**config.mk**
```make
export PLATFORM = sky130hd
export DESIGN_NAME = gsu_register_bank
export DESIGN_NICKNAME = d
export VERILOG_FILES = /design/src/rtl/gsu_pkg.sv /design/src/rtl/gsu_byte_lane_reg.sv /design/src/rtl/gsu_register_bank.sv
export SDC_FILE = /design/constraint.sdc
export NUM_CORES = 1
export LEC_CHECK = 0
export ABC_CLOCK_PERIOD_IN_PS = 2700
export BUFFER_PORTS_ARGS = -buffer_cell sky130_fd_sc_hd__buf_2
export CAP_MARGIN = 25
export CELL_PAD_IN_SITES_DETAIL_PLACEMENT = 1
export CELL_PAD_IN_SITES_GLOBAL_PLACEMENT = 1
export CORE_MARGIN = 4
export CORE_UTILIZATION = 49
export DETAILED_ROUTE_END_ITERATION = 12
export PLACE_DENSITY_LB_ADDON = 0.3
export SYNTH_ARGS = -nofsm -noshare
export SYNTH_HDL_FRONTEND = slang
export SYNTH_SLANG_ARGS = --single-unit
```
**constraint.sdc**
```tcl
create_clock -name clk -period 2.7 [get_ports clk]
set_input_delay 0.54 -clock clk [delete_from_list [all_inputs] [get_ports clk]]
set_output_delay 0.54 -clock clk [all_outputs]
set_load 0.1 [all_outputs]
```
**src/rtl/gsu_pkg.sv**
```systemverilog
// GSU shared definitions: default geometry, special register indices, lane enables.
// Latency: n/a (types and constants only).
// Backpressure: n/a.
package gsu_pkg;

  localparam int GSU_DATA_WIDTH = 16;
  localparam int GSU_NUM_REGS   = 16;

  // Architectural register indices with side effects.
  localparam int R_PC      = 15;
  localparam int R_ROMADDR = 14;

  // Per-register lane write enables.
  typedef struct packed {
    logic high;
    logic low;
  } lane_en_t;

endpackage : gsu_pkg

```
**src/rtl/gsu_byte_lane_reg.sv**
```systemverilog
// One GSU register with independent low/high lane writes and an optional +1 step.
// Latency: state updates on the rising edge; o_next is the combinational post-edge value.
// Backpressure: none; every enabled lane is written on every edge.
//
// Ports:
//   clk, reset_n : clock, async active-low reset (loads RESET_VAL)
//   i_lane_en    : {high, low} lane write enables
//   i_inc        : add 1 to the full word; written lanes override the sum
//   i_wr_data    : write data
//   o_q          : current register contents
//   o_next       : value the register takes on the next edge
module gsu_byte_lane_reg
  import gsu_pkg::*;
#(
  parameter int                    DATA_WIDTH = GSU_DATA_WIDTH,
  parameter logic [DATA_WIDTH-1:0] RESET_VAL  = '0
) (
  input  logic                  clk,
  input  logic                  reset_n,
  input  lane_en_t              i_lane_en,
  input  logic                  i_inc,
  input  logic [DATA_WIDTH-1:0] i_wr_data,
  output logic [DATA_WIDTH-1:0] o_q,
  output logic [DATA_WIDTH-1:0] o_next
);

  localparam int LW = DATA_WIDTH / 2;

  logic [DATA_WIDTH-1:0] r_q;
  logic [DATA_WIDTH-1:0] w_base;

  // Unwritten lanes come from the (possibly incremented) current value, so the
  // carry out of the low lane reaches the high lane only when it is not written.
  assign w_base = i_inc ? (r_q + DATA_WIDTH'(1)) : r_q;

  assign o_next[LW-1:0]          = i_lane_en.low  ? i_wr_data[LW-1:0]          : w_base[LW-1:0];
  assign o_next[DATA_WIDTH-1:LW] = i_lane_en.high ? i_wr_data[DATA_WIDTH-1:LW] : w_base[DATA_WIDTH-1:LW];

  always_ff @(posedge clk or negedge reset_n) begin
    if (!reset_n) begin
      r_q <= RESET_VAL;
    end else begin
      r_q <= o_next;
    end
  end

  assign o_q = r_q;

endmodule : gsu_byte_lane_reg

```
**src/rtl/gsu_register_bank.sv**
```systemverilog
// GSU general-register bank: addressed lane writes, PC auto-increment, ROM reload strobe.
// Latency: writes on the edge; read ports registered, 1 cycle, with write/increment bypass.
// Backpressure: none; a write or read is accepted on every cycle.
//
// Ports:
//   clk, reset_n              : clock, async active-low reset
//   wr_en                     : full-word write (overrides lane vetoes)
//   wr_low_en / wr_high_en    : lane write requests
//   wr_low_dis / wr_high_dis  : lane vetoes for the lane requests
//   wr_addr, wr_data          : write target and data (out-of-range targets ignored)
//   rd_a_addr / rd_b_addr     : read addresses (out-of-range reads return 0)
//   rd_a_data / rd_b_data     : registered read data
//   pc_inc, pc_out            : PC increment request and live PC register value
//   rom_reload                : one-cycle strobe after any write to ROMADDR_REG
module gsu_register_bank
  import gsu_pkg::*;
#(
  parameter int                    DATA_WIDTH  = GSU_DATA_WIDTH,
  parameter int                    NUM_REGS    = GSU_NUM_REGS,
  parameter int                    ADDR_WIDTH  = 4,
  parameter int                    PC_REG      = R_PC,
  parameter int                    ROMADDR_REG = R_ROMADDR,
  parameter logic [DATA_WIDTH-1:0] PC_RESET    = '0
) (
  input  logic                  clk,
  input  logic                  reset_n,
  input  logic                  wr_en,
  input  logic                  wr_low_en,
  input  logic                  wr_high_en,
  input  logic                  wr_low_dis,
  input  logic                  wr_high_dis,
  input  logic [ADDR_WIDTH-1:0] wr_addr,
  input  logic [DATA_WIDTH-1:0] wr_data,
  input  logic [ADDR_WIDTH-1:0] rd_a_addr,
  input  logic [ADDR_WIDTH-1:0] rd_b_addr,
  output logic [DATA_WIDTH-1:0] rd_a_data,
  output logic [DATA_WIDTH-1:0] rd_b_data,
  input  logic                  pc_inc,
  output logic [DATA_WIDTH-1:0] pc_out,
  output logic                  rom_reload
);

  logic w_low_we;
  logic w_high_we;
  logic w_rom_hit;

  logic [DATA_WIDTH-1:0] w_q    [NUM_REGS];
  logic [DATA_WIDTH-1:0] w_next [NUM_REGS];
  logic [DATA_WIDTH-1:0] w_rd_a;
  logic [DATA_WIDTH-1:0] w_rd_b;

  logic [DATA_WIDTH-1:0] r_rd_a;
  logic [DATA_WIDTH-1:0] r_rd_b;
  logic                  r_rom_reload;

  // A full-word write wins over both lane vetoes.
  assign w_low_we  = wr_en | (wr_low_en  & ~wr_low_dis);
  assign w_high_we = wr_en | (wr_high_en & ~wr_high_dis);

  // Address decode compares against every in-range index, so an out-of-range
  // wr_addr selects nothing and has no side effects.
  for (genvar gi = 0; gi < NUM_REGS; gi++) begin : g_reg
    lane_en_t w_en;
    assign w_en.low  = w_low_we  & (wr_addr == ADDR_WIDTH'(gi));
    assign w_en.high = w_high_we & (wr_addr == ADDR_WIDTH'(gi));

    gsu_byte_lane_reg #(
      .DATA_WIDTH (DATA_WIDTH),
      .RESET_VAL  ((gi == PC_REG) ? PC_RESET : {DATA_WIDTH{1'b0}})
    ) u_reg (
      .clk       (clk),
      .reset_n   (reset_n),
      .i_lane_en (w_en),
      .i_inc     ((gi == PC_REG) ? pc_inc : 1'b0),
      .i_wr_data (wr_data),
      .o_q       (w_q[gi]),
      .o_next    (w_next[gi])
    );
  end

  // Read muxes select the post-edge value so a same-cycle write or PC step is
  // visible; unmatched (out-of-range) addresses fall through to 0.
  always_comb begin
    w_rd_a = '0;
    w_rd_b = '0;
    for (int i = 0; i < NUM_REGS; i++) begin
      if (rd_a_addr == ADDR_WIDTH'(i)) w_rd_a = w_next[i];
      if (rd_b_addr == ADDR_WIDTH'(i)) w_rd_b = w_next[i];
    end
  end

  assign w_rom_hit = (ROMADDR_REG < NUM_REGS) &&
                     (wr_addr == ADDR_WIDTH'(ROMADDR_REG)) &&
                     (w_low_we || w_high_we);

  always_ff @(posedge clk or negedge reset_n) begin
    if (!reset_n) begin
      r_rd_a       <= '0;
      r_rd_b       <= '0;
      r_rom_reload <= 1'b0;
    end else begin
      r_rd_a       <= w_rd_a;
      r_rd_b       <= w_rd_b;
      r_rom_reload <= w_rom_hit;
    end
  end

  assign rd_a_data  = r_rd_a;
  assign rd_b_data  = r_rd_b;
  assign rom_reload = r_rom_reload;
  assign pc_out     = w_q[PC_REG];

endmodule : gsu_register_bank

```
==> metrics.cfg <==
[status]
status = finished, violations left
failed_checks = negative hold slack

[synth]
syn-cell-area_um2 = 15800
syn_avg_cell_area_um2 = 10.1
yosysTopAreaCell = dfrtp_1
ys_seq_area_frac = 0.458
yosysWarnings = 0
syn_inst = 1558
synthArstFlopShare = 1.00
synth-edff-count = 0
synth_cell_types = 79
synth_area_leaders = dfrtp_1, mux2i_1, mux2_2
synth_ff_type = dfrtp_1
synth_top_area_share = 0.458
synth_fp_nets = 1595
synth.ff_latch_count = 289

[floorplan]
dieArea_um2 = 35200
die_x_um = 188
fp-row-count = 65
io_pins = 85
design.core.area_um2 = 31700
die_h_um = 188
initial_core_util = 0.498

[global_route]
grt.overflow.total = 0
antenna_found_initial = 4
use_met1 = 0.589
met3_usage = 0.112
grt_max_degree = 62
grt_pass1_vias = 17900
grt.total_usage = 0.450
busiest_layer = met2
grt_use_met2 = 0.685
grt_pass1_wl_um = 119000

[worst_setup_path]
ff2ff_path_depth = 8
crit_path_start_kind = input port
crit_arrival_ns = 3.04
cp-startpoint = wr_addr[3]
cpPeakStageDelay_ns = 0.59
r2r-end = rd_b_data[15]$_DFF_PN0_
crit_fanout = 14
path_cells = buf_2 -> and4bb_2 -> o21ai_2 -> buf_4 -> nor2_1 -> a21oi_1 -> o221ai_1 -> a2111oi_4 -> o32ai_1
reg2reg_slack_ns = 0.21
endpoint = rd_a_data[3]$_DFF_PN0_
required_ns = 3.08
end_kind = flip-flop
critPathKind = input port to flip-flop
worstReg2RegStart = g_reg[15].u_reg.o_q[4]$_DFF_PN0_
cp_slowest_cell = a2111oi_4

[route]
vias = 16700
drt_iter0_markers = 2165
via_per_inst = 6.76
wl_per_cell_um = 32.7
ant_nets = 0
drc_errors = 0
finalWirelength_um = 80900
first_pass_iters = 6

[layout]
final_nets = 2083
area_growth_pct = 33.9
design_area_um2 = 21200
final_layout_size_suffix_gt1_frac = 0.366
layout_common_cells = buf_4, dfrtp_1, inv_1
layout.cells.non_filler = 2475
final_common_cell = buf_4

[timing]
fin_crit_sh = 0.986
hold_viol_final = 20
worst_slew_margin_rel = 0.522
setup_viol = 0
worstMarginPinSlew_ns = 0.714
fin_hold_ws_ns = -0.0223
finalClockSkew_ns = 0.0269
period_needed_ns = 2.66
finalMaxSlewViolations = 0
fmax_mhz = 375

[pwr]
switchingPower_w = 0.00679
power_frac_clock = 0.268
leakagePower_nw = 10.8
intPower_w = 0.0101
powerDensity_nw_per_um2 = 798
pwr-share-comb = 0.386
p_seq_frac = 0.347
ir_worst_vdd_uv = 1070
swShare = 0.402

[clock_network]
h-tree-depth = 2
clk_pin_slew_worst_paths_ns = 0.06
cts_tree = done
cts_buffers = 34
cts_hold_buffers = 0
cts_buffer_depth = 3
clk_latency_ns = 0.55
cts.sinks = 289
cts_root_buf = clkbuf_16
cts_setup_buffers = 0

[placement]
dpl.hpwl_um = 60000
port_buffers = 84
placed_cells = 2412
place_area_um2 = 20000
gp_congestion = 1.03

[flow_run]
max-cap-violations = 0

[worst_hold_path]
min_path_type = input port to async pin

kinds of logic after synthesis:
family,synth area share
AO/OA/AOI/OAI,0.210
AND/OR/NAND/NOR,0.0948
flip-flops,0.458
multiplexers,0.170
buffers and inverters,0.0591
XOR/XNOR,0.00776
adder cells (fa/ha/maj),0.000792
power by group through the flow:
stage | clock, W | sequential, W | combinational [W]
after floorplan | 0 | 0.00713 | 0.00221
after global placement | 0 | 0.00580 | 0.00598
after CTS | 0.00451 | 0.00584 | 0.00632
final | 0.00452 | 0.00585 | 0.00650
after detailed placement | 0 | 0.00588 | 0.00619
after global routing | 0.00472 | 0.00594 | 0.00678
routing by layer:
layer  up-vias  wire length [µm]
met4         2              6080
met3       407              8940
met2      1291             35200
met1      8329             30700
met5         -                11
li1       6701                 -
sequential cells by signal, summed over array words and instances (netlist names):
signal / count
g.u_reg.o_q: 256
rd_a_data: 16
rd_b_data: 16
rom_reload: 1
per-stage QoR:
stage	utilization	setup WS [ns]	TNS, ns	power [W]
floorplan	-	0.0192	0	0.00934
global placement	0.632	-0.642	-4.07	0.0118
detailed placement	0.632	-0.638	-6.22	0.0121
CTS	0.665	0.0114	0	0.0167
global route	0.667	-0.0312	-0.0312	0.0174
finish	0.667	0.0368	0	0.0169
cell type report:
type	count	area (µm²)
inverters	144	541
flip-flops and latches	289	7230
well taps	402	503
fillers	3479	10600
repair buffers	535	4130
multi-input cells	1042	7700
diodes	1	2.50
clock buffers	47	910
clock inverters	15	126
synthesized netlist by cell type (4+ instances only):
master     count
a2111oi_0      4
a211o_1        6
a211oi_1      19
a21o_1        10
a21oi_1       85
a221o_1        6
a221oi_1      23
a222oi_1       4
a22o_1         7
a22oi_1       39
a311oi_1       4
a31oi_1        8
and3_1         4
and4bb_2       6
buf_1          7
buf_2         14
buf_4          5
buf_6          6
clkbuf_1      51
dfrtp_1      289
inv_1        141
mux2_2       111
mux2i_1      134
nand2_1      116
nand2b_1       7
nand3_1       16
nand4_1        6
nor2_1       103
nor2b_1        7
nor3_1        23
nor4b_4        4
o2111ai_1      5
o211ai_1      26
o21a_1         6
o21ai_0       68
o21ai_1        7
o21ai_2       19
o221ai_1      19
o22a_1         6
o22ai_1       49
o2bb2ai_1      7
o32ai_1        4
xnor2_1        5
xor2_1         9
critical path, delay by kind of cell:
family                 cells  cell delay, ns
buffers and inverters      2            0.53
AND/OR/NAND/NOR            2            0.36
AO/OA/AOI/OAI              5            1.60
worst min path at each step:
stage,cells past startpoint,startpoint,slack (ns),end
after detailed placement,2,g_reg[1].u_reg.o_q[12]$_DFF_PN0_,0.49,g_reg[1].u_reg.o_q[12]$_DFF_PN0_
after global placement,2,g_reg[5].u_reg.o_q[3]$_DFF_PN0_,0.47,g_reg[5].u_reg.o_q[3]$_DFF_PN0_
after CTS,1,reset_n,0.005,g_reg[1].u_reg.o_q[3]$_DFF_PN0_
final,1,reset_n,-0.02,g_reg[2].u_reg.o_q[7]$_DFF_PN0_
after global routing,1,reset_n,0.02,g_reg[4].u_reg.o_q[0]$_DFF_PN0_
after floorplan,0,reset_n,0.24,g_reg[0].u_reg.o_q[0]$_DFF_PN0_
repair_timing:
action                     in CTS  in global routing
pin swaps                       0                  0
setup endpoints to repair       1                  5
gates resized for setup         1                  8
Note: power is estimated with default switching activity, not from simulation.
